[src/rtl/pc_pkg.sv]
// pc_pkg: shared types, constants and coordinate check for placement_cost_eval
package pc_pkg;
  localparam int DW = 32;
  localparam logic signed [DW-1:0] POS_UNPLACED = -1;
  typedef enum logic [3:0] {
    S_IDLE, S_CLR, S_FE, S_WE, S_LA, S_WA, S_GA, S_WB, S_GB, S_ABS, S_ACC, S_RES
  } state_t;
  function automatic logic off_grid(input logic signed [DW-1:0] c, input int g);
    return (c == POS_UNPLACED) || (c < 0) || (c >= g);
  endfunction
endpackage

[src/rtl/pc_abs_acc.sv]
// pc_abs_acc: per-edge Manhattan length and 1-hop term from two endpoint coordinates
//   xa, ya, xb, yb : endpoint coordinates (signed)
//   len            : |dx|+|dy|
//   hop            : ceil(|dx|/2) + ceil(|dy|/2) - 1
module pc_abs_acc
  import pc_pkg::*;
(
  input  logic signed [DW-1:0] xa,
  input  logic signed [DW-1:0] ya,
  input  logic signed [DW-1:0] xb,
  input  logic signed [DW-1:0] yb,
  output logic signed [DW-1:0] len,
  output logic signed [DW-1:0] hop
);
  logic signed [DW-1:0] dx, dy;
  logic [DW-1:0] adx, ady;
  always_comb begin
    dx  = xb - xa;
    dy  = yb - ya;
    adx = dx[DW-1] ? -dx : dx;
    ady = dy[DW-1] ? -dy : dy;
    len = adx + ady;
    hop = (adx >> 1) + DW'(adx[0]) + (ady >> 1) + DW'(ady[0]) - DW'(1);
  end
endmodule

[src/rtl/placement_cost_eval.sv]
// placement_cost_eval: walks edge ROMs and position RAMs, accumulating wirelength cost
//   clk, reset (async active-low), start/busy
//   e_re/e_addr -> ea_data/eb_data : edge ROM read (2-cycle latency)
//   p_re/p_addr -> px_data/py_data : position RAM read (2-cycle latency)
//   res_valid/res_ready, sum, sum_1hop, max_len, err_unplaced, err_overlap, err_edge
module placement_cost_eval
  import pc_pkg::*;
#(
  parameter int N_EDGE = 52,
  parameter int GRID_N = 7,
  parameter int EA_AW  = 8,
  parameter int POS_AW = 7
) (
  input  logic                    clk,
  input  logic                    reset,
  input  logic                    start,
  output logic                    busy,
  output logic                    e_re,
  output logic [EA_AW-1:0]        e_addr,
  input  logic signed [DW-1:0]    ea_data,
  input  logic signed [DW-1:0]    eb_data,
  output logic                    p_re,
  output logic [POS_AW-1:0]       p_addr,
  input  logic signed [DW-1:0]    px_data,
  input  logic signed [DW-1:0]    py_data,
  output logic                    res_valid,
  input  logic                    res_ready,
  output logic signed [DW-1:0]    sum,
  output logic signed [DW-1:0]    sum_1hop,
  output logic signed [DW-1:0]    max_len,
  output logic                    err_unplaced,
  output logic                    err_overlap,
  output logic [EA_AW-1:0]        err_edge
);
  state_t state, nxt;
  logic [POS_AW-1:0] b_id;
  logic signed [DW-1:0] xa, ya, xb, yb, len, hop, len_r, hop_r;
  logic bad_r, last, ovl, unused_bits;
  assign unused_bits = ^{ea_data[DW-1:POS_AW], eb_data[DW-1:POS_AW]};
  assign last = e_addr == EA_AW'(N_EDGE - 1);
  assign ovl = len_r == '0;
  assign busy = state != S_IDLE;
  assign res_valid = state == S_RES;
  pc_abs_acc u_abs (.xa(xa), .ya(ya), .xb(xb), .yb(yb), .len(len), .hop(hop));
  always_ff @(posedge clk or negedge reset)
    if (!reset) state <= S_IDLE;
    else state <= nxt;
  always_comb begin
    nxt = state;
    case (state)
      S_IDLE:  nxt = start ? S_CLR : S_IDLE;
      S_CLR:   nxt = S_FE;
      S_FE:    nxt = S_WE;
      S_WE:    nxt = S_LA;
      S_LA:    nxt = S_WA;
      S_WA:    nxt = S_GA;
      S_GA:    nxt = S_WB;
      S_WB:    nxt = S_GB;
      S_GB:    nxt = S_ABS;
      S_ABS:   nxt = S_ACC;
      S_ACC:   nxt = last ? S_RES : S_FE;
      S_RES:   nxt = res_ready ? S_IDLE : S_RES;
      default: nxt = S_IDLE;
    endcase
  end
  // Strobes are registered one cycle after FE/LA/GA; the memories respond one cycle
  // later, so data is consumed two states after the issuing state.
  always_ff @(posedge clk or negedge reset)
    if (!reset) begin
      e_re <= 1'b0;
      e_addr <= '0;
      p_re <= 1'b0;
      p_addr <= '0;
      b_id <= '0;
      xa <= '0;
      ya <= '0;
      xb <= '0;
      yb <= '0;
      len_r <= '0;
      hop_r <= '0;
      bad_r <= 1'b0;
      sum <= '0;
      sum_1hop <= '0;
      max_len <= '0;
      err_unplaced <= 1'b0;
      err_overlap <= 1'b0;
      err_edge <= '0;
    end else begin
      e_re <= state == S_FE;
      p_re <= (state == S_LA) || (state == S_GA);
      case (state)
        S_CLR: begin
          e_addr <= '0;
          sum <= '0;
          sum_1hop <= '0;
          max_len <= '0;
          err_unplaced <= 1'b0;
          err_overlap <= 1'b0;
          err_edge <= '0;
        end
        S_LA: begin
          p_addr <= ea_data[POS_AW-1:0];
          b_id <= eb_data[POS_AW-1:0];
        end
        S_GA: begin
          xa <= px_data;
          ya <= py_data;
          p_addr <= b_id;
        end
        S_GB: begin
          xb <= px_data;
          yb <= py_data;
        end
        S_ABS: begin
          len_r <= len;
          hop_r <= hop;
          bad_r <= off_grid(xa, GRID_N) || off_grid(ya, GRID_N) ||
                   off_grid(xb, GRID_N) || off_grid(yb, GRID_N);
        end
        S_ACC: begin
          sum <= sum + len_r - DW'(1);
          sum_1hop <= sum_1hop + hop_r;
          max_len <= (len_r > max_len) ? len_r : max_len;
          if (bad_r) err_unplaced <= 1'b1;
          if (ovl) err_overlap <= 1'b1;
          // first failing edge wins: only record while no flag is set yet
          if ((bad_r || ovl) && !err_unplaced && !err_overlap) err_edge <= e_addr;
          if (!last) e_addr <= e_addr + EA_AW'(1);
        end
        default: ;
      endcase
    end
endmodule

[config.mk]
export PLATFORM = sky130hd
export DESIGN_NAME = placement_cost_eval
export DESIGN_NICKNAME = d
export VERILOG_FILES = /design/src/rtl/pc_pkg.sv /design/src/rtl/pc_abs_acc.sv /design/src/rtl/placement_cost_eval.sv
export SDC_FILE = /design/constraint.sdc
export NUM_CORES = 1
export LEC_CHECK = 0
export CORE_ASPECT_RATIO = 0.8
export CORE_MARGIN = 4
export CORE_UTILIZATION = 50
export DETAILED_ROUTE_END_ITERATION = 7
export HOLD_SLACK_MARGIN = 0.1
export PLACE_DENSITY_LB_ADDON = 0.15
export REMOVE_ABC_BUFFERS = 1
export SLEW_MARGIN = 20
export SYNTH_ARGS = -nofsm -noshare
export SYNTH_HDL_FRONTEND = slang
export SYNTH_SLANG_ARGS = --single-unit
export TNS_END_PERCENT = 100
[constraint.sdc]
create_clock -name clk -period 10 [get_ports clk]
set_input_delay 1.5 -clock clk [delete_from_list [all_inputs] [get_ports clk]]
set_output_delay 1.5 -clock clk [all_outputs]
set_load 0.01 [all_outputs]
== Yosys cells after proc, flatten, opt, wreduce, memory -nomap -nowiden ==
Cells that the tools add are included.

* Bits in registers: 327
* Logic and storage cells: 108
* Bits of input ports: 132
* Output and inout port bits: 125

* Mux-type cells: 19
* Add/subtract/negate cells: 13
* Equal/unequal tests: 21
* Magnitude comparators: 9
* Reductions and logical operators: 27

{| class="wikitable"
|+ Operators by type and width
! kind !! count
|-
| $pmux 32 s2 || 3
|-
| $eq 32x1->1 const B || 4
|-
| $ge 32x4->1 const B || 4
|-
| $lt 32x1->1 const B || 4
|-
| $add 32x32->32 || 3
|-
| $mux 32 || 3
|-
| $neg 32->32 || 2
|-
| $sub 32x32->32 || 2
|-
| $pmux 4 s12 || 1
|-
| $add 31x1->32 || 1
|-
| $add 32x1->32 || 1
|-
| $add 32x31->32 || 1
|-
| $gt 32x32->1 || 1
|-
| $logic_not 32->1 || 1
|-
| $pmux 8 s2 || 2
|-
| $sub 32x1->32 const B || 1
|-
| $sub 32x2->32 const B || 1
|-
| $eq 4x3->1 const B || 4
|-
| $eq 4x4->1 const B || 4
|-
| $mux 8 || 2
|-
| $pmux 7 s2 || 1
|-
| $logic_or 1x1->1 || 13
|-
| $ne 2x2->1 const B || 5
|-
| $reduce_and 2->1 || 5
|-
| other kinds (12) || 20
|}

== Depth between registers and ports, before layout ==
Gate-level depths: netlist of the first run.

* Word-level depth: 7
* Gate-level depth with buffers: 29
* Mapped depth without buffers: 28

== Hierarchy ==
From an unflattened synthesis of the first run, not the netlist that was laid out.

* Cells, all modules: 3,013
* Area total of the unflattened synthesis: 26,674.3 sq um

{| class="wikitable"
|+ By module, submodules not included
! module !! area an instance (sq um) !! cells an instance !! instances !! sequential area each (sq um)
|-
| placement_cost_eval || 17,237.8 || 1,651 || 1 || 8,182.8
|-
| pc_abs_acc || 9,436.6 || 1,362 || 1 || 0.0
|}

== Worst setup path before layout of the first run ==
No wires, ideal clock.

* Path type: flip-flop to flip-flop
* Start point: reg xb[0]
* End point: reg hop_r[30]
* Arrival: 6.120 ns
* Clock period less this slack: 6.189 ns
* Data required time: 9.931 ns
* Library setup time: 0.069 ns
* Path buffers: 0
* Cell stages (with the launch flop): 26
* Slack: 3.811 ns
* Path through: dfrtp_1 > inv_1 > ha_1 > inv_1 > fa_1 > a211oi_2 > nor2_1 > o21a_1 > nor2_2 > xnor2_1 > or4_4 > nor3_4 > nand4b_2 > or3_4 > o31ai_4 > xnor2_1 > ha_1 > inv_1 > ha_1 > nand3_1 > or2_2 > o32a_1 > a2111oi_0 > nor3_1 > or4_1 > nand3_1

* Cells in the longest elaborated chain, start to end: 7

{| class="wikitable"
|+ RTL lines
! what !! RTL line !! source
|-
| start: declaration || placement_cost_eval.sv:37 || <nowiki>logic signed [DW-1:0] xa, ya, xb, yb, len, hop, len_r, hop_r;</nowiki>
|-
| start signal: assignment || placement_cost_eval.sv:111 || <nowiki>xb <= px_data;</nowiki>
|-
| $sub 32x32->32 (*) || pc_abs_acc.sv:18 || <nowiki>dx = xb - xa;</nowiki>
|-
| $neg 32->32 || pc_abs_acc.sv:20 || <nowiki>adx = dx[DW-1] ? -dx : dx;</nowiki>
|-
| $mux 32 (*) || pc_abs_acc.sv:20 ||
|-
| $add 31x1->32 (*) || pc_abs_acc.sv:23 || <nowiki>hop = (adx >> 1) + DW'(adx[0]) + (ady >> 1) + DW'(ady[0]) - DW'(1);</nowiki>
|-
| $add 32x31->32 (*) || pc_abs_acc.sv:23 ||
|-
| $add 32x1->32 (*) || pc_abs_acc.sv:23 ||
|-
| $sub 32x1->32 (*) || pc_abs_acc.sv:23 ||
|-
| end signal: assignment || placement_cost_eval.sv:116 || <nowiki>hop_r <= hop;</nowiki>
|-
| end: declaration || placement_cost_eval.sv:37 ||
|}

Mark *: on every way between the ends. The rest lies on a longest branch, timed or not.
A chain may end at the register's enable or synchronous reset.

== Worst setup path after layout of the first run ==
* Start point: reg ya[7]
* End point: reg hop_r[30]

* Cells in the longest elaborated chain, start to end: 6

{| class="wikitable"
|+ RTL lines
! what !! RTL line !! source
|-
| start: declaration || placement_cost_eval.sv:37 ||
|-
| start signal: assignment || placement_cost_eval.sv:107 || <nowiki>ya <= py_data;</nowiki>
|-
| $sub 32x32->32 (*) || pc_abs_acc.sv:19 || <nowiki>dy = yb - ya;</nowiki>
|-
| $neg 32->32 || pc_abs_acc.sv:21 || <nowiki>ady = dy[DW-1] ? -dy : dy;</nowiki>
|-
| $mux 32 (*) || pc_abs_acc.sv:21 ||
|-
| $add 32x31->32 || pc_abs_acc.sv:23 ||
|-
| $add 32x1->32 (*) || pc_abs_acc.sv:23 ||
|-
| $sub 32x1->32 (*) || pc_abs_acc.sv:23 ||
|}

Marked as above.

==> results.md, run 1 <==
- Worst-path clk slew: ~0.060 ns
- Initial Util: 50.8%
- Beginning of the worst hold path: b_id[3]$_DFFE_PN0P_
- Max Cap Violations: 0
- Area growth from synthesis to layout: 15.5%
- Clk root buf: clkbuf_16
- Max-slew headroom: between 20% and 30%
- Die W: 263 um
- Placed cells: 3,882
- Post-synth EDFFs: 0
- CTS Buf Count: 39
- Post_cts resized: 0
- R2R Path Start: ya[7]$_DFFE_PN0P_
- Ys Warns: 0
- CP Class: register to register
- Commonest non-fill, non-tap cell in the layout: nand2_1
- Drt drc: 0
- I/O Buffers: between 200 and 250
- First-pass GRT wire length: approximately 120,000 um
- Hold Fails Final Rpt: 0
- CTS H-tree depth: 2
- Gr usage total: between 20% and 30%
- Sequential area share after synthesis: a little under a third
- Worst-path fanout max: 11
- Post-CTS Setup Repair Bufs: 0
- CP endpoint kind: register
- Initial detailed-routing violation count: 1,616
- Num rows: between 70 and 80
- Reg2reg setup slack: 2.41 ns
- Unrepaired setup endpoints after global routing: no
- Post-layout util: between 50% and 60%
- CTS sink count: between 300 and 400
- Drt wl/cell: 18.3 um
- Met1 Use GR: 36.3%
- I/O pins: roughly 260
- Initial antenna violation count: 1
- Total congestion overflow: 0
- Critical path data required time: between 10 and 15 ns
- Syn Area/Cell: 8.51 um^2
- Most used flip-flop cell after synthesis: dfrtp_1
- Routability cong.: between 0.9 and 1
- ANT nets after route: 0
- CTS Hold Buffers Added: 0
- Worst min path class: register to register
- CORE AREA: roughly 51,000 um^2
- Met3 usage: under 10%
- WHS Endpoint: p_addr[3]$_DFFE_PN0P_
- Post-DP HPWL: between 50,000 and 60,000 um
- Reg2reg path depth: 27
- Pre-Repair DR Iteration Count: 6
- Mapped Cells: just over 3k
- Top Usage Layer GRT: met2
- Post-synth top area share: between 30% and 40%
- Final WL: a little over 70,000 um
- Final Max Slew Viols: 0
- Crit path arrival time: 8.07 ns
- Setup violators final: 0
- Setup Slack @ Placement: ~2.6 ns
- Final worst slack: between 2 and 2.5 ns
- Seq cells post-synth: between 300 and 400
- Die Span Y: around 210 um
- Via density: around 5.7
- Finished Layout Cells: 3,952
- Tightest Pin Transition: approximately 1.1 ns
- Largest net degree at the start of global routing: roughly 170
- Fin crit share: between 70% and 80%
- Netlist cell types: around 80
- Worst Setup SP: ya[7]$_DFFE_PN0P_
- Final min period: approximately 7.6 ns
- Async SR Flop Fraction: 100%
- Vias in the first global route: ~21k
- Layout cell share with drive strength beyond 1: just over 6%
- Fin nets: around 3.7k
- Met2 usage: between 30% and 40%
- Synth top area cells: dfrtp_1, ha_1, xnor2_1
- CTS tree: yes
- Fmax: 132 MHz
- Hold Path Cell Cnt: 2
- FF-to-FF End: hop_r[30]$_DFFE_PN0N_
- Total number of vias: around 23k
- Synth Cell Area: 26,000 um^2
- Die area: between 50,000 and 60,000 um^2
- Setup Total Neg Slack: 0 ns
- Cell taking the most area after synthesis: dfrtp_1
- Status: finished clean
- Most frequent cells in the layout: nand2_1, inv_1, dfrtp_1
- Element type at the critical path start: register
- Skew final: roughly 0.017 ns
- Max Buffers Root-to-Sink: 3
- Clk_lat worst skew: ~0.56 ns
[per-stage QoR]
step / cell area [um^2] / hold slack, ns
final: 30100 / 0.454
after floorplan: 25700 / 0.435
after global routing: 30100 / 0.485
after CTS: 30100 / 0.459
after global placement: 28800 / 0.445
after detailed placement: 28800 / 0.451
[worst max-delay path, cell delays in order (launching register included)]
cell and delay, ns:
dfrtp_1 0.42, inv_1 0.11, ha_1 0.45, nand3_1 0.14, o21bai_1 0.18, a21oi_1 0.09
o211a_1 0.19, a211oi_1 0.52, o21ai_0 0.26, a31oi_1 0.34, mux2i_1 0.25, nand2_1 0.38
and2_1 0.34, xnor2_1 0.14, ha_1 0.30, inv_1 0.07, ha_1 0.34, a21o_1 0.13
a21o_1 0.14, a21oi_1 0.10, o21ai_0 0.30, nand4_1 0.20, and2_1 0.25, o32a_1 0.43
a2111oi_0 0.74, nor3_1 0.19, or4_1 0.43, nand3_1 0.09
[kinds of logic after synthesis]
group / Yosys count / share of synthesized area, %
xor+xnor: 267 / 8.98
fa+ha+maj: 288 / 14.0
mux: 113 / 4.71
flops: 327 / 31.4
compound gates: 788 / 19.0
buf+inv: 424 / 6.13
simple gates: 852 / 15.7
[final cells by class]
class / count / area (um^2)
diodes: 2 / 5.00
clock buffers: 59 / 1160
clock inverters: 9 / 80.1
fillers: 4616 / 21200
inverters: 340 / 1280
multi-input cells: 2308 / 16300
flip-flops and latches: 327 / 8180
well taps: 684 / 856
repair buffers: 223 / 2210
[Yosys cell counts (37+ instances only)]
cell type	number
ha_1	281
nand4_1	39
xnor2_1	153
xor2_1	114
nor4_1	52
mux2_2	77
o21ai_0	256
nor3_1	38
o21bai_1	37
dfrtp_1	327
nand2_1	353
clkbuf_1	74
a21o_1	71
nand3_1	46
nor2_1	149
inv_1	340
a21oi_1	187
[how the worst max path moves through the flow]
stage                       endpoint  cells past startpoint
2_1_floorplan  hop_r[30]$_DFFE_PN0N_                     23
3_3_place_gp   hop_r[30]$_DFFE_PN0N_                     27
3_5_place_dp   hop_r[30]$_DFFE_PN0N_                     27
4_1_cts        hop_r[30]$_DFFE_PN0N_                     27
5_1_grt        hop_r[30]$_DFFE_PN0N_                     27
6_report       hop_r[30]$_DFFE_PN0N_                     27
[layer usage]
layer,part of all wire (%),up-vias
li1,-,11100
met1,47,10900
met2,44,583
met3,6.5,82
met4,1.8,0
met5,0,-
[flip-flops by register name (all words and copies together), names as in the netlist]
name	count
state	4
xa	32
max_len	32
err_overlap	1
e_addr	8
xb	32
yb	32
e_re	1
b_id	7
ya	32
hop_r	32
err_edge	8
bad_r	1
err_unplaced	1
sum	32
p_addr	7
sum_1hop	32
p_re	1
len_r	32
Power of run 1 is not shown: default switching activity piles up to over one toggle a cycle in this logic, so the estimate is an artifact.
==> run 2: changes to the inputs <==
==> constraint.sdc (replaced) <==
create_clock -name clk -period 7.5 [get_ports clk]
set_input_delay 1.125 -clock clk [delete_from_list [all_inputs] [get_ports clk]]
set_output_delay 1.125 -clock clk [all_outputs]
set_load 0.01 [all_outputs]
==> run 2 against run 1 <==
Utilization is 0.26 points higher. First-iteration DRC count increased by 1.1%. Final area grew 0.44%. Non-clock buffer count up 10. Final cell count increased by 0.20%. Routed wire length rose by 1.3%. Worst setup slack got worse by 1.9 ns. Count of clock-buffer cells in the layout decreased by 4. Clock skew decreased by 0.0053 ns. Highest routed layer unchanged.
==> results.md, run 2 (same netlist as run 1, synthesis figures left out) <==
- Clk root buf: clkbuf_16
- Gr usage total: 25.6% (+0.44 points)
- Max Buffers Root-to-Sink: 3 (unchanged)
- Total congestion overflow: 0 (unchanged)
- Fmax: 143 MHz (+8.5%)
- CTS Hold Buffers Added: 0 (unchanged)
- Worst-path clk slew: 0.06 ns (about the same)
- Fin crit share: 93.2% (+17 points)
- Final worst slack: 0.506 ns (-1.91 ns)
- Num rows: 74 (unchanged)
- Post-DP Area: 28,900 um^2 (+0.23%)
- I/O pins: 257 (unchanged)
- Final Max Slew Viols: 0 (unchanged)
- Routability cong.: 0.942 (+1.2%)
- Pre-Repair DR Iteration Count: 6 (unchanged)
- Max-slew headroom: 26.9% (+2.2 points)
- CTS sink count: 327 (unchanged)
- Initial antenna violation count: 1 (unchanged)
- Drt drc: 0 (unchanged)
- Max Cap Violations: 0 (unchanged)
- Setup Slack @ Placement: 0.259 ns (-2.32 ns)
- Layout cell share with drive strength beyond 1: 6.60% (+0.53 points)
- Final Hold Slack: 0.463 ns (+0.00913 ns)
- Hold Fails Final Rpt: 0 (unchanged)
- Most used cell, CP: ha_1
- Post-DP HPWL: 57,900 um (+1.8%)
- Final min period: 6.99 ns (-0.595 ns)
- CP Class: register to register
- Fillers: 4,641 (+0.54%)
- CTS tree: yes
- ANT nets after route: 0 (unchanged)
- Commonest non-fill, non-tap cell in the layout: nand2_1
- Skew final: 0.0122 ns (-0.00530 ns)
- Final WL: 73,100 um (+1.3%)
- Worst min path class: register to register
- Total number of vias: 22.6k (+0.027%)
- CP endpoint kind: register
- CTS H-tree depth: 2 (unchanged)
- Critical path data required time: 7.98 ns (-2.50 ns)
- Status: finished clean
- Clk_lat worst skew: 0.56 ns (about the same)
- Most frequent cells in the layout: nand2_1, inv_1, dfrtp_1
- Unrepaired setup endpoints after global routing: no
- Crit path max-delay cell type: a21oi_1
- I/O Buffers: 206 (unchanged)
- Finished Cell Area: 30,200 um^2 (+0.44%)
- Area growth from synthesis to layout: 16.1%
- Tightest Pin Transition: 1.07 ns (-0.0612 ns)
- Die W: 263 um (unchanged)
- Crit path arrival time: 7.47 ns (-0.60 ns)
- CTS Buf Count: 38 (-2.6%)
- CORE AREA: 51,300 um^2 (unchanged)
- Vias in the first global route: 21.7k (+1.3%)
- First-pass GRT wire length: 117,000 um (+1.6%)
- Largest net degree at the start of global routing: 170 (-0.58%)
- Element type at the critical path start: register
- Die Span Y: 212 um (unchanged)
- Die area: 55,800 um^2 (unchanged)
- Critical Path Max Stage Delay: 0.50 ns (-0.24 ns)
- Initial detailed-routing violation count: 1,633 (+1.1%)
- Worst-path fanout max: 17 (+6)
- Initial Util: 50.8% (unchanged)
- Fin nets: 3,668 (+0.25%)
- Via density: 5.71 (-0.18%)
- Drt wl/cell: 18.5 um (+1.1%)
- Setup violators final: 0 (unchanged)
- Setup Total Neg Slack: 0 ns (unchanged)
run 2: stage by stage:
stage	std cells	utilization, %
after floorplan	2975	-
after global placement	3891	56.4
after detailed placement	3891	56.4
after CTS	3958	58.8
after global routing	3959	58.9
final	3960	58.9
run 2: final timing paths:
kind / cells after the start / start / slack (ns) / endpoint
max: 28 / xa[5]$_DFFE_PN0P_ / 0.51 / hop_r[30]$_DFFE_PN0N_
min reg2reg: 2 / b_id[3]$_DFFE_PN0P_ / 0.46 / p_addr[3]$_DFFE_PN0P_
min: 2 / b_id[3]$_DFFE_PN0P_ / 0.46 / p_addr[3]$_DFFE_PN0P_
max in group asynchronous: 2 / reset / 5.45 / xa[3]$_DFFE_PN0P_
min in group asynchronous: 1 / reset / 0.58 / sum[25]$_DFFE_PN0P_
max reg2reg: 28 / xa[5]$_DFFE_PN0P_ / 0.51 / hop_r[30]$_DFFE_PN0N_
run 2: routing by layer:
layer  vias to the layer above  routed length [um]  part of all wire (%)  track usage [%]
met1                     10900               34500                    47             36.8
met3                        94                4390                   6.0             4.56
li1                      11100                   -                     -                -
met5                         -                   0                     0                0
met4                         0                1620                   2.2             6.52
met2                       557               32600                    45             40.5
run 2: cell type report:
cell class              count  area, um^2  share of cell area (%)
multi-input cells        2308       16400                    54.1
flip-flops and latches    327        8180                    27.1
repair buffers            233        2280                    7.55
inverters                 340        1280                    4.22
clock buffers              55        1130                    3.73
well taps                 684         856                    2.83
clock inverters            12         138                   0.455
diodes                      1        2.50                 0.00828
run 2: repair_timing:
| item | CTS | global route |
|---|---|---|
| buffers inserted | 0 | 1 |
| endpoints found under the setup margin | 0 | 10 |
| resized for setup | 0 | 8 |
run 2: worst max-delay path, delay by kind of cell (launching register included):
family / cells / cell delay (ns)
buf+inv: 4 / 0.64
simple gates: 6 / 1.07
xor+xnor: 2 / 0.35
compound gates: 13 / 3.30
fa+ha+maj: 3 / 1.06
flops: 1 / 0.49
Power of run 2 is left out for the same reason.
